`src/rtl/hazard_fwd_unit_pkg.sv`:
```
// Shared types and constants for the hazard/forwarding unit.
// Holds the register-address width, the MUX4 select encoding and the
// in-flight slot record used by the EX/MEM/WB/WB+1 tracking registers.
package hazard_fwd_unit_pkg;

    // Register address width (x0..x31).
    localparam int unsigned RA_W  = 5;
    // Width of the optional statistics counters.
    localparam int unsigned CNT_W = 32;
    // Width of one operand-mux select.
    localparam int unsigned SEL_W = 2;

    typedef logic [RA_W-1:0]  reg_addr_t;
    typedef logic [SEL_W-1:0] fwd_sel_t;

    // Operand MUX4 input numbering.
    localparam fwd_sel_t FWD_RF    = 2'b00;  // register file read
    localparam fwd_sel_t FWD_EXMEM = 2'b01;  // EX/MEM ALU result
    localparam fwd_sel_t FWD_MEMWB = 2'b10;  // MEM/WB writeback value
    localparam fwd_sel_t FWD_WB2   = 2'b11;  // value retired last cycle

    // One in-flight instruction as seen by the hazard logic.
    typedef struct packed {
        logic      valid;
        reg_addr_t rd;
        logic      we;
        logic      is_load;
    } slot_t;

    // A slot can supply register r only if it really writes a non-zero rd equal to r.
    function automatic logic slot_hit(input slot_t s, input reg_addr_t r);
        return s.valid && s.we && (s.rd == r) && (r != '0);
    endfunction

endpackage : hazard_fwd_unit_pkg

```
`src/rtl/hazard_fwd_unit_fwd_sel_gen.sv`:
```
// Priority select for one EX operand: the youngest producing slot wins.
module fwd_sel_gen
    import hazard_fwd_unit_pkg::*;
(
    input  logic     use_rs,
    input  logic     hit_ex,
    input  logic     hit_mem,
    input  logic     hit_wb,
    output fwd_sel_t sel_c
);

    // Youngest-first priority; an operand that is not read always takes the register file.
    always_comb begin
        sel_c = FWD_RF;
        if (use_rs) begin
            if (hit_ex) begin
                sel_c = FWD_EXMEM;
            end else if (hit_mem) begin
                sel_c = FWD_MEMWB;
            end else if (hit_wb) begin
                sel_c = FWD_WB2;
            end
        end
    end

endmodule : fwd_sel_gen

```
`src/rtl/hazard_fwd_unit.sv`:
```
// Hazard detection and operand forwarding for the 5-stage RISC-V pipeline.
// Tracks the destination of instructions in EX, MEM, WB and WB+1, produces the
// combinational load-use stall and registers the two EX operand-mux selects.
// Optional build macro HAZARD_STATS_EN adds saturating stall/forward counters.
module hazard_fwd_unit
    import hazard_fwd_unit_pkg::*;
(
    input  logic            clk,
    input  logic            rst,
    input  logic            id_valid,
    input  logic [RA_W-1:0] id_rs1,
    input  logic [RA_W-1:0] id_rs2,
    input  logic            id_use_rs1,
    input  logic            id_use_rs2,
    input  logic [RA_W-1:0] id_rd,
    input  logic            id_we,
    input  logic            id_is_load,
    input  logic            flush,
    output logic            stall,
    output logic [SEL_W-1:0] fwd_a_sel,
    output logic [SEL_W-1:0] fwd_b_sel
`ifdef HAZARD_STATS_EN
    ,
    output logic [CNT_W-1:0] stall_cnt,
    output logic [CNT_W-1:0] fwd_cnt
`endif
);

    slot_t    ex_q;
    slot_t    mem_q;
    slot_t    wb_q;
    slot_t    wb2_q;
    slot_t    ex_d;
    logic     advance_c;
    fwd_sel_t sel_a_c;
    fwd_sel_t sel_b_c;
    fwd_sel_t next_a_c;
    fwd_sel_t next_b_c;

    // The WB+1 slot mirrors the value the bypass input carries; no decision reads it.
    logic unused_wb2;
    assign unused_wb2 = ^wb2_q;

    // Load-use interlock: a load in EX cannot feed the very next instruction.
    always_comb begin
        stall = 1'b0;
        if (id_valid && !flush && ex_q.valid && ex_q.is_load && ex_q.we && (ex_q.rd != '0)) begin
            stall = (id_use_rs1 && (id_rs1 == ex_q.rd)) ||
                    (id_use_rs2 && (id_rs2 == ex_q.rd));
        end
    end

    // Instruction entering EX; stalls and flushes turn it into a bubble.
    always_comb begin
        advance_c    = id_valid && !stall && !flush;
        ex_d         = '0;
        ex_d.valid   = advance_c;
        ex_d.rd      = id_rd;
        ex_d.we      = id_we;
        ex_d.is_load = id_is_load;
    end

    fwd_sel_gen u_sel_a (
        .use_rs  (id_use_rs1),
        .hit_ex  (slot_hit(ex_q,  id_rs1)),
        .hit_mem (slot_hit(mem_q, id_rs1)),
        .hit_wb  (slot_hit(wb_q,  id_rs1)),
        .sel_c   (sel_a_c)
    );

    fwd_sel_gen u_sel_b (
        .use_rs  (id_use_rs2),
        .hit_ex  (slot_hit(ex_q,  id_rs2)),
        .hit_mem (slot_hit(mem_q, id_rs2)),
        .hit_wb  (slot_hit(wb_q,  id_rs2)),
        .sel_c   (sel_b_c)
    );

    // Selects loaded into EX; bubbles always read the register file.
    always_comb begin
        next_a_c = FWD_RF;
        next_b_c = FWD_RF;
        if (advance_c) begin
            next_a_c = sel_a_c;
            next_b_c = sel_b_c;
        end
    end

    // Pipeline slot shift and registered operand selects.
    always_ff @(posedge clk or posedge rst) begin
        if (rst) begin
            ex_q      <= '0;
            mem_q     <= '0;
            wb_q      <= '0;
            wb2_q     <= '0;
            fwd_a_sel <= FWD_RF;
            fwd_b_sel <= FWD_RF;
        end else begin
            wb2_q     <= wb_q;
            wb_q      <= mem_q;
            mem_q     <= ex_q;
            ex_q      <= ex_d;
            fwd_a_sel <= next_a_c;
            fwd_b_sel <= next_b_c;
        end
    end

`ifdef HAZARD_STATS_EN
    // Saturating event counters for stall cycles and forwarded instructions.
    always_ff @(posedge clk or posedge rst) begin
        if (rst) begin
            stall_cnt <= '0;
            fwd_cnt   <= '0;
        end else begin
            if (stall && (stall_cnt != '1)) begin
                stall_cnt <= stall_cnt + CNT_W'(1);
            end
            if (((next_a_c != FWD_RF) || (next_b_c != FWD_RF)) && (fwd_cnt != '1)) begin
                fwd_cnt <= fwd_cnt + CNT_W'(1);
            end
        end
    end
`endif

endmodule : hazard_fwd_unit
```
`config.mk`:
```
export PLATFORM = sky130hd
export DESIGN_NAME = hazard_fwd_unit
export DESIGN_NICKNAME = d
export VERILOG_FILES = /design/src/rtl/hazard_fwd_unit_pkg.sv /design/src/rtl/hazard_fwd_unit_fwd_sel_gen.sv /design/src/rtl/hazard_fwd_unit.sv
export SDC_FILE = /design/constraint.sdc
export NUM_CORES = 1
export LEC_CHECK = 0
export CORE_UTILIZATION = 40
export DETAILED_ROUTE_END_ITERATION = 6
export HOLD_SLACK_MARGIN = 0.08
export PLACE_DENSITY = 0.69
export SYNTH_ARGS = -nofsm -noshare
export SYNTH_HDL_FRONTEND = slang
export SYNTH_HIERARCHICAL = 1
export SYNTH_SLANG_ARGS = --single-unit
```
`constraint.sdc`:
```
create_clock -name clk -period 2 [get_ports clk]
set_clock_uncertainty 0.2 [all_clocks]
set_input_delay 0.4 -clock clk [delete_from_list [all_inputs] [get_ports clk]]
set_output_delay 0.4 -clock clk [all_outputs]
set_load 0.05 [all_outputs]
```
Yosys cells after proc, flatten, opt, wreduce, memory -nomap -nowiden
Cells that the tools add are included. W data, S select, Z words.

Register bits after elaboration: 26. Input port bits: 23. Output and inout bits: 5. Word-level logic and storage cells: 61.

Equality and inequality tests: 8. Mux-type cells: 11. Reductions and logical operators: 30.

Operator list (number): $eq A5 B5 Y1 (8); $logic_and A1 B1 Y1 (24); $mux W2 (10); $reduce_bool A5 Y1 (3); $logic_not A1 Y1 (2); $logic_or A1 B1 Y1 (1); $mux W1 (1).

Depth between registers and ports, before layout
Word-level depth: 11. Mapped depth: 7. Depth with buffers taken out: 7.

By module
The synthesis kept the hierarchy.

Modules (own cells, without submodules): hazard_fwd_unit (times used 1, cells each 98, area each 1159.9 sq um); fwd_sel_gen (times used 2, cells each 4, area each 25.0 sq um).

Least setup slack after synthesis
Ideal clock, no wire load.

Path type: register -> output. Start: register ex_q[3] (netlist bit). End: output stall. Arrival: 1.621 ns. Data required time: 1.400 ns. Setup slack: -0.221 ns. Cell stages (with the launch flop): 5. Path buffers: 0. Cells stage by stage: dfrtp_1 > or4_4 > o211ai_2 > nor4_2 > or2_1.

Longest elaborated chain between the ends: 4. Elaborated cells between the ends (all ways): 8.

RTL lines: start, declared (line hazard_fwd_unit.sv:29) `slot_t ex_q;`; start signal, assigned (line hazard_fwd_unit.sv:92) `ex_q <= '0;`; start signal, assigned (line hazard_fwd_unit.sv:102) `ex_q <= ex_d;`; $eq A5 B5 Y1 (on tied branches) (line hazard_fwd_unit.sv:48, hazard_fwd_unit.sv:49); $logic_and A1 B1 Y1 (on tied branches) (line hazard_fwd_unit.sv:48, hazard_fwd_unit.sv:49); $logic_or A1 B1 Y1 (line hazard_fwd_unit.sv:48) `stall = (id_use_rs1 && (id_rs1 == ex_q.rd)) ||`; $mux W1 (*) (line hazard_fwd_unit.sv:47) `if (id_valid && !flush && ex_q.valid && ex_q.is_load && ex_q.we && (ex_q.rd != '0)) begin`; end, declared (line hazard_fwd_unit.sv:19) `output logic stall,`.

Every way passes the cells marked *; elsewhere a longest branch is shown, timed or not.

Final worst setup path
Same ends and word-level chain as after synthesis.

==> metrics.md <==
| Metric | Value |
|---|---|
| Endpoints failing hold | `0` |
| Port Buffers | `27` |
| CP endpoint kind | `primary output` |
| Least-Margin Pin Slew | `0.330 ns` |
| Outcome | `finished with violations` |
| GP Congestion | `0.757` |
| Rows | `19` |
| Synth Cell Area | `1210 sq um` |
| Final worst setup slack | `-0.541 ns` |
| Pleak | `0.755 nW` |
| Fraction of layout cells with a size suffix above 1 | `0.303` |
| RSZ-0062 raised after global routing | `yes` |
| Total grt overflow | `0` |
| # IOs | `28` |
| Via-per-instance ratio | `5.22` |
| Ant. Diodes | `0` |
| Yosys warning count | `6` |
| Synth Area per Inst | `11.4 sq um` |
| Postcts setup bufs | `0` |
| Hold_ws | `0.207 ns` |
| Largest net degree at the start of global routing | `27` |
| Global-route usage over all layers | `0.195` |
| Post-DRT Antenna Nets | `0` |
| Relative slew margins | `0.780` |
| Most frequent cells in the layout | `xnor2_1 (30), dfrtp_1 (26), buf_4 (23)` |
| Max-Cap Viols | `0` |
| CTS tree | `yes` |
| Startpoint types | `flop` |
| DIE HEIGHT | `57.0 microns` |
| Drt first pass iters | `4` |
| Dpl ws | `-0.450 ns` |
| Register area share after synthesis | `0.538` |
| Clk_lat worst skew | `0.33 ns` |
| DR WL/cell | `15.2 microns` |
| DRC | `0` |
| Fin util | `0.638` |
| Post-Syn Nets | `129` |
| DP Wirelength | `2100 microns` |
| Final setup viols | `1` |
| Pwr/cell area | `547 nW/um^2` |
| Placed cell count | `183` |
| Post-layout minimum cycle time | `2.54 ns` |
| Peak VDD IR | `0.360 mV` |
| Die Area | `3250 sq um` |
| CTS H-tree lvls | `1` |
| CP Data Arrival Time | `1.94 ns` |
| Finished Layout Cells | `186` |
| Synth Instances | `106` |
| Highest cell delay on the worst timing path | `0.55 ns` |
| FF+latch count, synth | `26` |
| Critical-path cell list | `or4_4, o211ai_4, nor4_2, or2_4, buf_12` |
| Final Max Tran Viols | `0` |
| CTS max path bufs | `2` |
| Area after DPL | `1660 sq um` |
| Final instance area | `1790 sq um` |
| Crit Path Class | `flop to primary output` |
| Core box area | `2810 sq um` |
| Worst path slowest cell | `or4_4` |
| Root Driver | `clkbuf_4` |
| Sink Count | `26` |
| Hold Crit Class | `primary input to asynchronous set/reset pin` |
| Commonest non-fill, non-tap cell in the layout | `xnor2_1` |
| Drt total wl | `2830 microns` |
| CP Max Fanout | `2` |
| # nets final | `180` |
| Vias in the first global route | `1,021` |
| Final worst path period share | `1.27` |
| Initial Util | `0.431` |
| Vias | `971` |
| Global-route wire length before repair | `4720 microns` |
| Layout area overhead | `48.0%` |
| Worst Path Required | `1.40 ns` |
| CTS clk-pin slew, worst paths | `0.13 ns` |
| 1st-iter DRT viols | `26` |
| Initial antenna violation count | `0` |
| Distinct cells, synth | `18` |
| Highest Clock Rate | `393 MHz` |
| CTS buffer count | `3` |
| Die width | `57.0 microns` |
| Failing checks | `negative setup slack` |
==> Yosys cell counts <==
| cell | instances | share of area |
|---|---|---|
| nor4_2 | 2 | 0.021 |
| or4_4 | 1 | 0.0093 |
| dfrtp_1 | 26 | 0.54 |
| and4b_1 | 1 | 0.0083 |
| or4_1 | 2 | 0.012 |
| xnor2_1 | 30 | 0.22 |
| nand2_1 | 7 | 0.022 |
| nor2b_1 | 3 | 0.016 |
| o21a_1 | 2 | 0.012 |
| o211ai_2 | 1 | 0.010 |
| nor3b_1 | 3 | 0.019 |
| nand3_1 | 6 | 0.025 |
| nand4_1 | 4 | 0.021 |
| inv_1 | 3 | 0.0093 |
| or2_1 | 1 | 0.0052 |
| nor3_1 | 8 | 0.033 |
| nor2_1 | 4 | 0.012 |
| nor4_1 | 2 | 0.010 |
==> timing repair <==
item | 4_1_cts | 5_1_grt
setup endpoints to repair | 5 | 5
gates resized for setup | 14 | 12
pin swaps | 2 | 5
hold buffers | 0 | 0
==> flip-flops by register name, summed over array words and instances (netlist names) <==
register   count
ex_q           8
mem_q          7
fwd_a_sel      2
wb_q           7
fwd_b_sel      2
==> power breakdown <==
| part | internal, W | switching, W | total, W |
|---|---|---|---|
| Combinational | 0.000106 | 0.0000814 | 0.000188 |
| Sequential | 0.000548 | 0.0000206 | 0.000569 |
| Clock | 0.0000708 | 0.000151 | 0.000222 |
| Total | 0.000726 | 0.000253 | 0.000979 |
==> per-layer routing <==
metal	vias up	routed length [microns]	global-route usage
li1	463	-	-
met1	483	1240	0.260
met2	20	1440	0.324
met3	5	104	0.0272
met4	0	41	0.0732
met5	-	0	0
==> area by class of cell <==
type / count / area [sq um]
fillers: 237 / 1010
flip-flops and latches: 26 / 651
multi-input cells: 77 / 648
repair buffers: 46 / 419
well taps: 31 / 38.8
clock buffers: 3 / 22.5
inverters: 3 / 11.3
==> final timing paths <==
check	from	to	slack [ns]	cells after the start
setup / recovery	ex_q[3]	stall	-0.54	5
hold / removal	rst	fwd_b_sel[1]	0.21	3
setup reg to reg	ex_q[3]	ex_q[7]	0.12	5
min in group clk	ex_q[1]	mem_q[1]	0.21	0
max in group asynchronous	rst	mem_q[6]	1.14	3
hold reg to reg	ex_q[1]	mem_q[1]	0.21	0
==> worst max-delay path, delay by kind of cell (launching register included) <==
| kind | cells | cell delay [ns] |
|---|---|---|
| AO/OA/AOI/OAI | 1 | 0.20 |
| AND/OR/NAND/NOR | 3 | 0.88 |
| flip-flops | 1 | 0.40 |
| buffers and inverters | 1 | 0.15 |
==> through the flow <==
step | power (W) | TNS [ns]
2_1_floorplan | 0.000654 | -0.133
3_3_place_gp | 0.000753 | -2.11
3_5_place_dp | 0.000756 | -2.26
4_1_cts | 0.000976 | -0.545
5_1_grt | 0.00102 | -0.640
6_report | 0.000979 | -0.541
==> logic make-up after synthesis <==
family                    share of synthesized area
DFF                                           0.538
AOI/OAI and AO/OA                            0.0227
and+or+nand+nor                               0.213
buffers and inverters                       0.00931
xor gates and xnor gates                      0.217
Power figures use the tool's default switching activity.
